`src/rtl/cellrv32_clkgen_pkg.sv`:
```
// Shared clock-prescaler constants for the IO subsystem.
// Peripherals select prescaler ticks by index; the index-to-divider-bit
// mapping lives only here.
package cellrv32_clkgen_pkg;

    // number of tick strobes delivered to each requester
    localparam int clkgen_width_c = 8;

    // tick indices as seen on a peripheral's clkgen_i[7:0]
    localparam int clk_div2_c    = 0;
    localparam int clk_div4_c    = 1;
    localparam int clk_div8_c    = 2;
    localparam int clk_div64_c   = 3;
    localparam int clk_div128_c  = 4;
    localparam int clk_div1024_c = 5;
    localparam int clk_div2048_c = 6;
    localparam int clk_div4096_c = 7;

    // divider bit whose rising edge produces tick k (division = 2^(bit+1))
    localparam int clkgen_bit_c [clkgen_width_c] = '{0, 1, 2, 5, 6, 9, 10, 11};

endpackage

```
`src/rtl/cellrv32_clkgen.sv`:
```
// Shared prescaler tick generator. One free-running 12-bit divider runs
// while any peripheral requests it; each requester receives single-cycle
// tick strobes, gated by its own registered request.
module cellrv32_clkgen
    import cellrv32_clkgen_pkg::*;
#(
    parameter int NUM_REQ = 4  // legal range 1..16
) (
    input  logic                                clk_i,
    input  logic                                rstn_i,
    input  logic [NUM_REQ-1:0]                  en_i,
    output logic [NUM_REQ*clkgen_width_c-1:0]   clkgen_o,
    output logic                                active_o
);

    logic                      en_q;
    logic [NUM_REQ-1:0]        req_q;
    logic [11:0]               cnt;
    logic [clkgen_width_c-1:0] tap;    // divider bits feeding the ticks
    logic [clkgen_width_c-1:0] tap_d;  // same bits, one cycle delayed
    logic [clkgen_width_c-1:0] rise;

    // register the requests so no output depends combinationally on en_i
    always_ff @(posedge clk_i or negedge rstn_i) begin
        if (!rstn_i) begin
            en_q  <= 1'b0;
            req_q <= '0;
        end else begin
            en_q  <= |en_i;
            req_q <= en_i;
        end
    end

    // divider: counts while enabled, restarts from phase 0 after a full stop.
    // Only the tapped bits need a delayed copy for edge detection.
    always_ff @(posedge clk_i or negedge rstn_i) begin
        if (!rstn_i) begin
            cnt   <= '0;
            tap_d <= '0;
        end else if (en_q) begin
            cnt   <= cnt + 12'd1;
            tap_d <= tap;
        end else begin
            cnt   <= '0;
            tap_d <= '0;
        end
    end

    for (genvar k = 0; k < clkgen_width_c; k++) begin : g_tap
        assign tap[k] = cnt[clkgen_bit_c[k]];
    end

    // rising edge of each tapped bit; the 4095->0 wrap is a falling edge of
    // bit 11, so no spurious tick appears there
    assign rise = tap & ~tap_d;

    for (genvar r = 0; r < NUM_REQ; r++) begin : g_req
        logic [clkgen_width_c-1:0] tick_q;

        // per-requester gating: an idle peripheral never sees strobes
        always_ff @(posedge clk_i or negedge rstn_i) begin
            if (!rstn_i) begin
                tick_q <= '0;
            end else if (en_q && req_q[r]) begin
                tick_q <= rise;
            end else begin
                tick_q <= '0;
            end
        end

        assign clkgen_o[r*clkgen_width_c +: clkgen_width_c] = tick_q;
    end

    assign active_o = en_q;

endmodule

```
`config.mk`:
```
export PLATFORM = sky130hd
export DESIGN_NAME = cellrv32_clkgen
export DESIGN_NICKNAME = d
export VERILOG_FILES = /design/src/rtl/cellrv32_clkgen_pkg.sv /design/src/rtl/cellrv32_clkgen.sv
export SDC_FILE = /design/constraint.sdc
export NUM_CORES = 1
export LEC_CHECK = 0
export BUFFER_PORTS_ARGS = -buffer_cell sky130_fd_sc_hd__buf_2
export CORE_MARGIN = 1
export CORE_UTILIZATION = 49
export DETAILED_ROUTE_END_ITERATION = 10
export GPL_ROUTABILITY_DRIVEN = 0
export PLACE_DENSITY_LB_ADDON = 0.2
export SETUP_SLACK_MARGIN = 0.4
export SKIP_CTS_REPAIR_TIMING = 1
export SYNTH_ARGS = -nofsm -noshare
export SYNTH_HDL_FRONTEND = slang
export SYNTH_SLANG_ARGS = --single-unit
```
`constraint.sdc`:
```
create_clock -name clk_i -period 1.7 [get_ports clk_i]
set_input_delay 0.17 -clock clk_i [delete_from_list [all_inputs] [get_ports clk_i]]
set_output_delay 0.17 -clock clk_i [all_outputs]
set_load 0.03 [all_outputs]
```
==> results of run 1 <==
-- metrics by stage --
stage	hold slack (ns)	worst slack, ns	power (W)	area (um2)	util (%)
3_5_place_dp	0.291	0.279	0.00232	2210	59.4
3_3_place_gp	0.288	0.339	0.00230	2210	59.4
6_report	-0.0293	0.391	0.00359	2500	67.4
4_1_cts	-0.0483	0.264	0.00351	2390	64.4
2_1_floorplan	-0.126	0.386	0.00211	1940	-
5_1_grt	0.0229	0.331	0.00379	2500	67.4
-- report_power, final --
part           switching [W]  internal [W]
Clock               0.000477      0.000713
Combinational       0.000416      0.000311
Sequential          0.000115       0.00155
-- kinds of logic (layout without fill, tap and decap cells) --
group | count (synthesis) | count (layout)
compound gates | 2 | 2
xor+xnor | 9 | 9
fa+ha+maj | 1 | 1
buf+inv | 2 | 68
flops | 57 | 57
simple gates | 77 | 77
-- metal layers --
metal	share of wire (%)	up-vias	wire (um)
met4	1.9	0	60
met3	4.8	8	154
met1	44	583	1390
met5	0	-	0
li1	-	597	-
met2	50	29	1580
-- registers in the layout, summed over array words and instances, names as in the netlist --
| name | cells |
|---|---|
| active_o | 1 |
| cnt | 12 |
| g_req.tick_q | 32 |
| req_q | 4 |
| tap_d | 8 |
-- cell usage in the layout (no fill, tap or decap), drive strengths merged --
cell type	count
a21boi	1
and2	18
and4	3
buf	48
bufinv	1
clkbuf	13
clkinv	2
dfrtp	57
dlygate4sd3	4
ha	1
nand2	6
nand2b	6
nand3	5
nand4	2
nor2	32
nor2b	1
o21ai	1
or2b	2
or3	1
or4	1
xnor2	8
xor2	1
-- path summary, 6_finish.rpt --
path | startpoint | endpoint | slack, ns | cells past startpoint
worst min-delay path | rstn_i | g_req[3].tick_q[7] | -0.03 | 2
worst max register to register | cnt[6] | cnt[11] | 0.39 | 4
worst min register to register | tap_d[3] | g_req[1].tick_q[3] | 0.54 | 2
max in group asynchronous | rstn_i | cnt[1] | 1.26 | 2
min in group clk_i | en_i[2] | req_q[2] | 0.50 | 2
worst max-delay path | cnt[6] | cnt[11] | 0.39 | 4
-- synthesized netlist by cell type (2+ instances only) --
cell      instances  area share [%]
and2_1           17             5.5
nand3_1           5             1.3
nor2_1           32             6.2
nand4_1           2            0.65
or2b_1            2            0.77
nand2b_1          6             1.9
dfrtp_1          57              74
nand2_1           5            0.97
xnor2_1           8             3.6
clkbuf_1          2            0.39
-- final cells by class --
type | instances | area [um2] | area share [%]
sequential | 57 | 1430 | 57.1
multi-input combinational | 89 | 519 | 20.7
timing repair buffer | 52 | 305 | 12.2
clock buffer | 13 | 149 | 5.94
tap | 48 | 60.1 | 2.40
clock inverter | 3 | 40.0 | 1.60
==> out/results.tsv, run 1 <==
stage	metric	value	unit
outcome	status	finished with violations	
outcome	violations	negative hold slack	
critical_path	arrival	1.55	ns
timing	setup_viol	0	
critical_path	crit_buf_inv	0	
cts	cts_buffers	9	
die	initial_core_util	52.1	%
timing	finalCriticalPeriod	1.31	ns
global_routing	grt_pass1_vias	1225	
die	die-area	4210	um2
detailed_routing	drc	0	
job	maxCapViolations	0	
timing	rsz0062_at_grt	true	
global_routing	use_met1	20.0	%
cts	root_buffer	clkbuf_8	
timing	slew_headroom	56.3	%
synthesis	synthCells	148	
power_and_ir_drop	power.density	1430	nW/um2
cts	clk_pin_slew	0.06	ns
synthesis	synth_edf_count	0	
critical_path	start_kind	register	
detailed_routing	via_per_inst	4.65	
detailed_routing	postRouteAntennaNets	0	
global_routing	grt_use_met3	6.34	%
timing	fmaxAchievable	0.764	GHz
global_routing	grt_busiest_layer	met2	
synthesis	synthSimpleGateAreaFrac	20.6	%
detailed_routing	wire_per_inst	12.1	um
synthesis	yosys_warnings	0	
synthesis	netlist_area	1940	um2
synthesis	syn_area_per_cell	13.1	um2
die	die_height	64.9	um
global_routing	grtUsageMet2	29.8	%
global_routing	grt_pass1_wl	5.40	mm
timing	period_share	77.0	%
critical_path	max_stage_delay	0.40	ns
die	rows	22	
synthesis	synth_compound_area_share	0.646	%
global_routing	track_usage	18.1	%
critical_path	path_class	register to register	
timing	worst_pin_slew	0.656	ns
synthesis	async_flop_share	100	%
cts	cts_max_level	3	
power_and_ir_drop	ir_drop	0.743	mV
placement	dp.cells	235	
synthesis	synth.distinct_cells	22	
timing	slew_violations	0	
critical_path	worstPathRequired	1.94	ns
layout	final_cells	262	
die	die_x	64.9	um
timing	final_hold_viol_count	57	
critical_path	crit_fanout	5	
synthesis	synthMuxAreaShare	0	%
layout	fillers	263	
global_routing	grt_overflow_total	0	
critical_path	worstPathCellList	and4_4 > nand3_1 > or3_1 > a21boi_1	
synthesis	ys_seq_elements	57	
synthesis	synth-xor-area-share	4.07	%
synthesis	synth_ff_type	dfrtp_1	
die	io_pins	39	
timing	setup_tns	0	ns
detailed_routing	drtIter0Drc	43	
detailed_routing	drtPass1Iterations	4	
layout	nets	216	
layout	syn_to_final_growth	29.3	%
cts	clock_latency	0.32	ns
cts	cts_sinks	57	
placement	port-buffer-count	38	
global_routing	grt_start_max_net_pins	58	
synthesis	synth_adder_area_share	0.646	%
timing	whs	-0.0293	ns
placement	dp_hpwl	2.06	mm
critical_path	slowest_stage	dfrtp_2	
layout	drive_above_1_share	33.2	%
detailed_routing	vias	1217	
detailed_routing	wl	3.18	mm
power_and_ir_drop	leakage	1.31	nW
timing	clock-skew-final	0.00427	ns
global_routing	antenna_found_initial	0	
synthesis	ys_seq_area_share	73.6	%
worst_hold_path	hp-class	input pin to async pin	
critical_path	cpLargestDelayFamily	simple AND/OR/NAND/NOR gates	
cts	cts_tree	done	
die	core_area	3720	um2
critical_path	endpoint_kind	register	
synthesis	synth_top_family_by_area	simple AND/OR/NAND/NOR gates	
synthesis	synth_nets	155	
layout	n_antenna_cell	0	
cts	cts_max_path_buffers	2	
Power figures use the tool's default switching activity.
==> inputs of run 2 (changes only) <==
--- a/config.mk
+++ b/config.mk
@@ -5,9 +5,10 @@
 export SDC_FILE = /design/constraint.sdc
 export NUM_CORES = 1
 export LEC_CHECK = 0
+export ABC_AREA = 1
 export BUFFER_PORTS_ARGS = -buffer_cell sky130_fd_sc_hd__buf_2
 export CORE_MARGIN = 1
-export CORE_UTILIZATION = 49
+export CORE_UTILIZATION = 48
 export DETAILED_ROUTE_END_ITERATION = 10
 export GPL_ROUTABILITY_DRIVEN = 0
 export PLACE_DENSITY_LB_ADDON = 0.2
==> constraint.sdc (replaced) <==
create_clock -name clk_i -period 1.1 [get_ports clk_i]
set_input_delay 0.11 -clock clk_i [delete_from_list [all_inputs] [get_ports clk_i]]
set_output_delay 0.11 -clock clk_i [all_outputs]
set_load 0.03 [all_outputs]
==> run 2 against run 1 <==
  * The run ends with negative setup slack left
  * Largest power group unchanged
  * Critical path type is now register to output pin
  * First-iteration DRC count grew 140%
  * Critical path depth shrank 3
  * Core utilization grew 9.6 points
==> out/results.tsv, run 2 <==
stage	metric	value	unit	change
die	die_x	66.7	um	+2.9%
layout	largest-register	g_req.tick_q		
synthesis	synth_nets	198		+28%
timing	slew_violations	0		unchanged
detailed_routing	drc	0		unchanged
die	initial_core_util	50.3	%	-1.8 points
power_and_ir_drop	power.internal	0.00432	W	+68%
outcome	status	finished with violations		
detailed_routing	drtPass1Iterations	4		unchanged
synthesis	synth_edf_count	0		unchanged
power_and_ir_drop	p_clk_share	29.7	%	-3.5 points
cts	root_buffer	clkbuf_8		
synthesis	synthTopCellsByArea	dfrtp_1, nor2_1, nand2_1, inv_1, or2_2		
critical_path	max_stage_delay	0.51	ns	+0.11 ns
layout	final_cell_mix	dfrtp_1, buf_6, nor2_1		
timing	setup_tns	-0.00234	ns	-0.00234 ns
die	core_area	4000	um2	+7.6%
cts	clk_pin_slew	0.06	ns	about the same
power_and_ir_drop	pwr-share-comb	27.9	%	+7.6 points
detailed_routing	drtIter0Drc	104		+140%
cts	clock_latency	0.33	ns	about the same
critical_path	reg2regPathDepth	7		+3
synthesis	netlist.area_leader.share	70.9	%	-2.7 points
detailed_routing	vias	1494		+23%
cts	cts_max_path_buffers	2		unchanged
critical_path	slowest_stage	dfrtp_4		
job	maxCapViolations	0		unchanged
detailed_routing	wl	4.28	mm	+34%
layout	n_antenna_cell	0		unchanged
layout	final_common_cell	dfrtp_1		
die	die-area	4450	um2	+5.8%
synthesis	synthCells	191		+29%
timing	finalCriticalPeriod	1.10	ns	
power_and_ir_drop	leakage	1.58	nW	+21%
synthesis	synth.distinct_cells	21		-4.5%
timing	fmaxAchievable	0.907	GHz	
synthesis	ys_top_cells_by_count	dfrtp_1, nor2_1, nand2_1		
cts	cts_sinks	57		unchanged
synthesis	async_flop_share	100	%	unchanged
timing	rsz0062_at_grt	true		
timing	setup_viol	1		+1
synthesis	synth.most_common_cell	dfrtp_1		
layout	syn_to_final_growth	53.2	%	
layout	fillers	219		-17%
critical_path	start_kind	register		
synthesis	netlist_area	2010	um2	+3.9%
die	die_height	66.7	um	+2.9%
timing	final_hold_viol_count	0		-100%
critical_path	endpoint_kind	output pin		
global_routing	grt_overflow_total	0		unchanged
layout	regArea	1430	um2	about the same
timing	whs	0.301	ns	+0.330 ns
synthesis	ys_seq_elements	57		unchanged
power_and_ir_drop	pwr-share-seq	42.4	%	-4.1 points
worst_hold_path	hp-class	input pin to async pin		
die	rows	23		+4.5%
synthesis	yosys_warnings	0		unchanged
synthesis	synth_largest_area_cell	dfrtp_1		
die	io_pins	39		unchanged
critical_path	cpLargestDelayFamily	flip-flops		
outcome	violations	negative setup slack		
power_and_ir_drop	ir_drop	1.59	mV	+110%
layout	multi_input_area	719	um2	+39%
layout	drive_above_1_share	47.1	%	+14 points
synthesis	syn_area_per_cell	10.5	um2	-20%
timing	period_share	100	%	
synthesis	ys_seq_area_share	70.9	%	-2.7 points
cts	cts_tree	done		
global_routing	grt_pass1_wl	5.95	mm	+10%
timing	timing.final.ws_setup	-0.00234	ns	-0.393 ns
placement	port-buffer-count	38		unchanged
layout	nets	265		+23%
critical_path	worstPathCellList	buf_6		
critical_path	crit_buf_inv	1		+1
detailed_routing	wire_per_inst	13.7	um	+13%
global_routing	grt_start_max_net_pins	58		unchanged
synthesis	synth_ff_type	dfrtp_1		
global_routing	grt_pass1_vias	1329		+8.5%
placement	dp_slack	-0.0502	ns	-0.329 ns
detailed_routing	via_per_inst	4.77		+2.8%
cts	cts_buffers	9		unchanged
timing	clock-skew-final	0.00714	ns	+0.00287 ns
power_and_ir_drop	power.density	2070	nW/um2	+44%
critical_path	crit_fanout	5		unchanged
global_routing	track_usage	19.3	%	+1.1 points
placement	dp_hpwl	2.42	mm	+18%
layout	reg.largest.list	g_req.tick_q: 32 flops, cnt: 12 flops, tap_d: 8 flops		
detailed_routing	postRouteAntennaNets	0		unchanged
timing	worst_pin_slew	0.289	ns	-0.366 ns
power_and_ir_drop	power.share.switching	32.1	%	+4.0 points
critical_path	path_class	register to output pin		
critical_path	cp.depth	1		-3
critical_path	worstPathRequired	0.99	ns	-0.95 ns
critical_path	arrival	0.99	ns	-0.56 ns
global_routing	antenna_found_initial	0		unchanged
layout	largest_reg_flops	32		unchanged
timing	slew_headroom	80.7	%	+24 points
power_and_ir_drop	p_sw	0.00205	W	+100%
cts	cts_max_level	3		unchanged
## run 2: worst min-delay path, delay by kind of cell
family	cells	cell delay, ns
buffers and inverters	3	0.91
## run 2: worst paths after layout
| check | start | slack, ns | to |
|---|---|---|---|
| max in group asynchronous | rstn_i | 0.53 | active_o |
| setup / recovery | active_o | -0.002 | active_o |
| setup reg to reg | cnt[1] | 0.01 | cnt[10] |
| hold reg to reg | tap_d[3] | 0.53 | g_req[3].tick_q[3] |
| min in group clk_i | en_i[1] | 0.45 | req_q[1] |
| hold / removal | rstn_i | 0.30 | g_req[1].tick_q[1] |
## run 2: per-stage QoR
stage	cells	utilization, %	total power, W	instance area (um2)
6_report	313	77.0	0.00637	3080
5_1_grt	313	77.0	0.00667	3080
4_1_cts	299	63.9	0.00583	2560
3_5_place_dp	283	59.2	0.00395	2370
3_3_place_gp	283	59.2	0.00390	2370
2_1_floorplan	191	-	0.00350	2080
## run 2: cell type report
cell class,count,area share [%]
multi-input combinational,108,23.3
sequential,57,46.5
clock inverter,3,1.30
clock buffer,13,4.83
inverter,24,3.09
timing repair buffer,58,18.9
tap,50,2.03
## run 2: logic make-up (layout without fill, tap and decap cells)
logic type               after synthesis  in the layout  share of synthesized area (%)
flip-flops                            57             57                           70.9
AND/OR/NAND/NOR                      100            100                           21.6
buffers and inverters                 26             98                           4.91
AO/OA/AOI/OAI                          7              7                           1.93
adder cells (fa/ha/maj)                1              1                          0.622
## run 2: power groups by stage
stage	Clock, W	Sequential (W)	Combinational [W]
6_report	0.00189	0.00270	0.00178
5_1_grt	0.00203	0.00272	0.00192
4_1_cts	0.00191	0.00263	0.00129
3_5_place_dp	0	0.00267	0.00128
3_3_place_gp	0	0.00266	0.00124
2_1_floorplan	0	0.00297	0.000532
## run 2: metal layers
| layer | GRT usage, % | up-vias | part of all wire [%] |
|---|---|---|---|
| li1 | - | 716 | - |
| met1 | 22.8 | 722 | 41 |
| met2 | 30.1 | 49 | 52 |
| met3 | 7.88 | 7 | 4.9 |
| met4 | 9.57 | 0 | 2.3 |
| met5 | 0 | - | 0 |
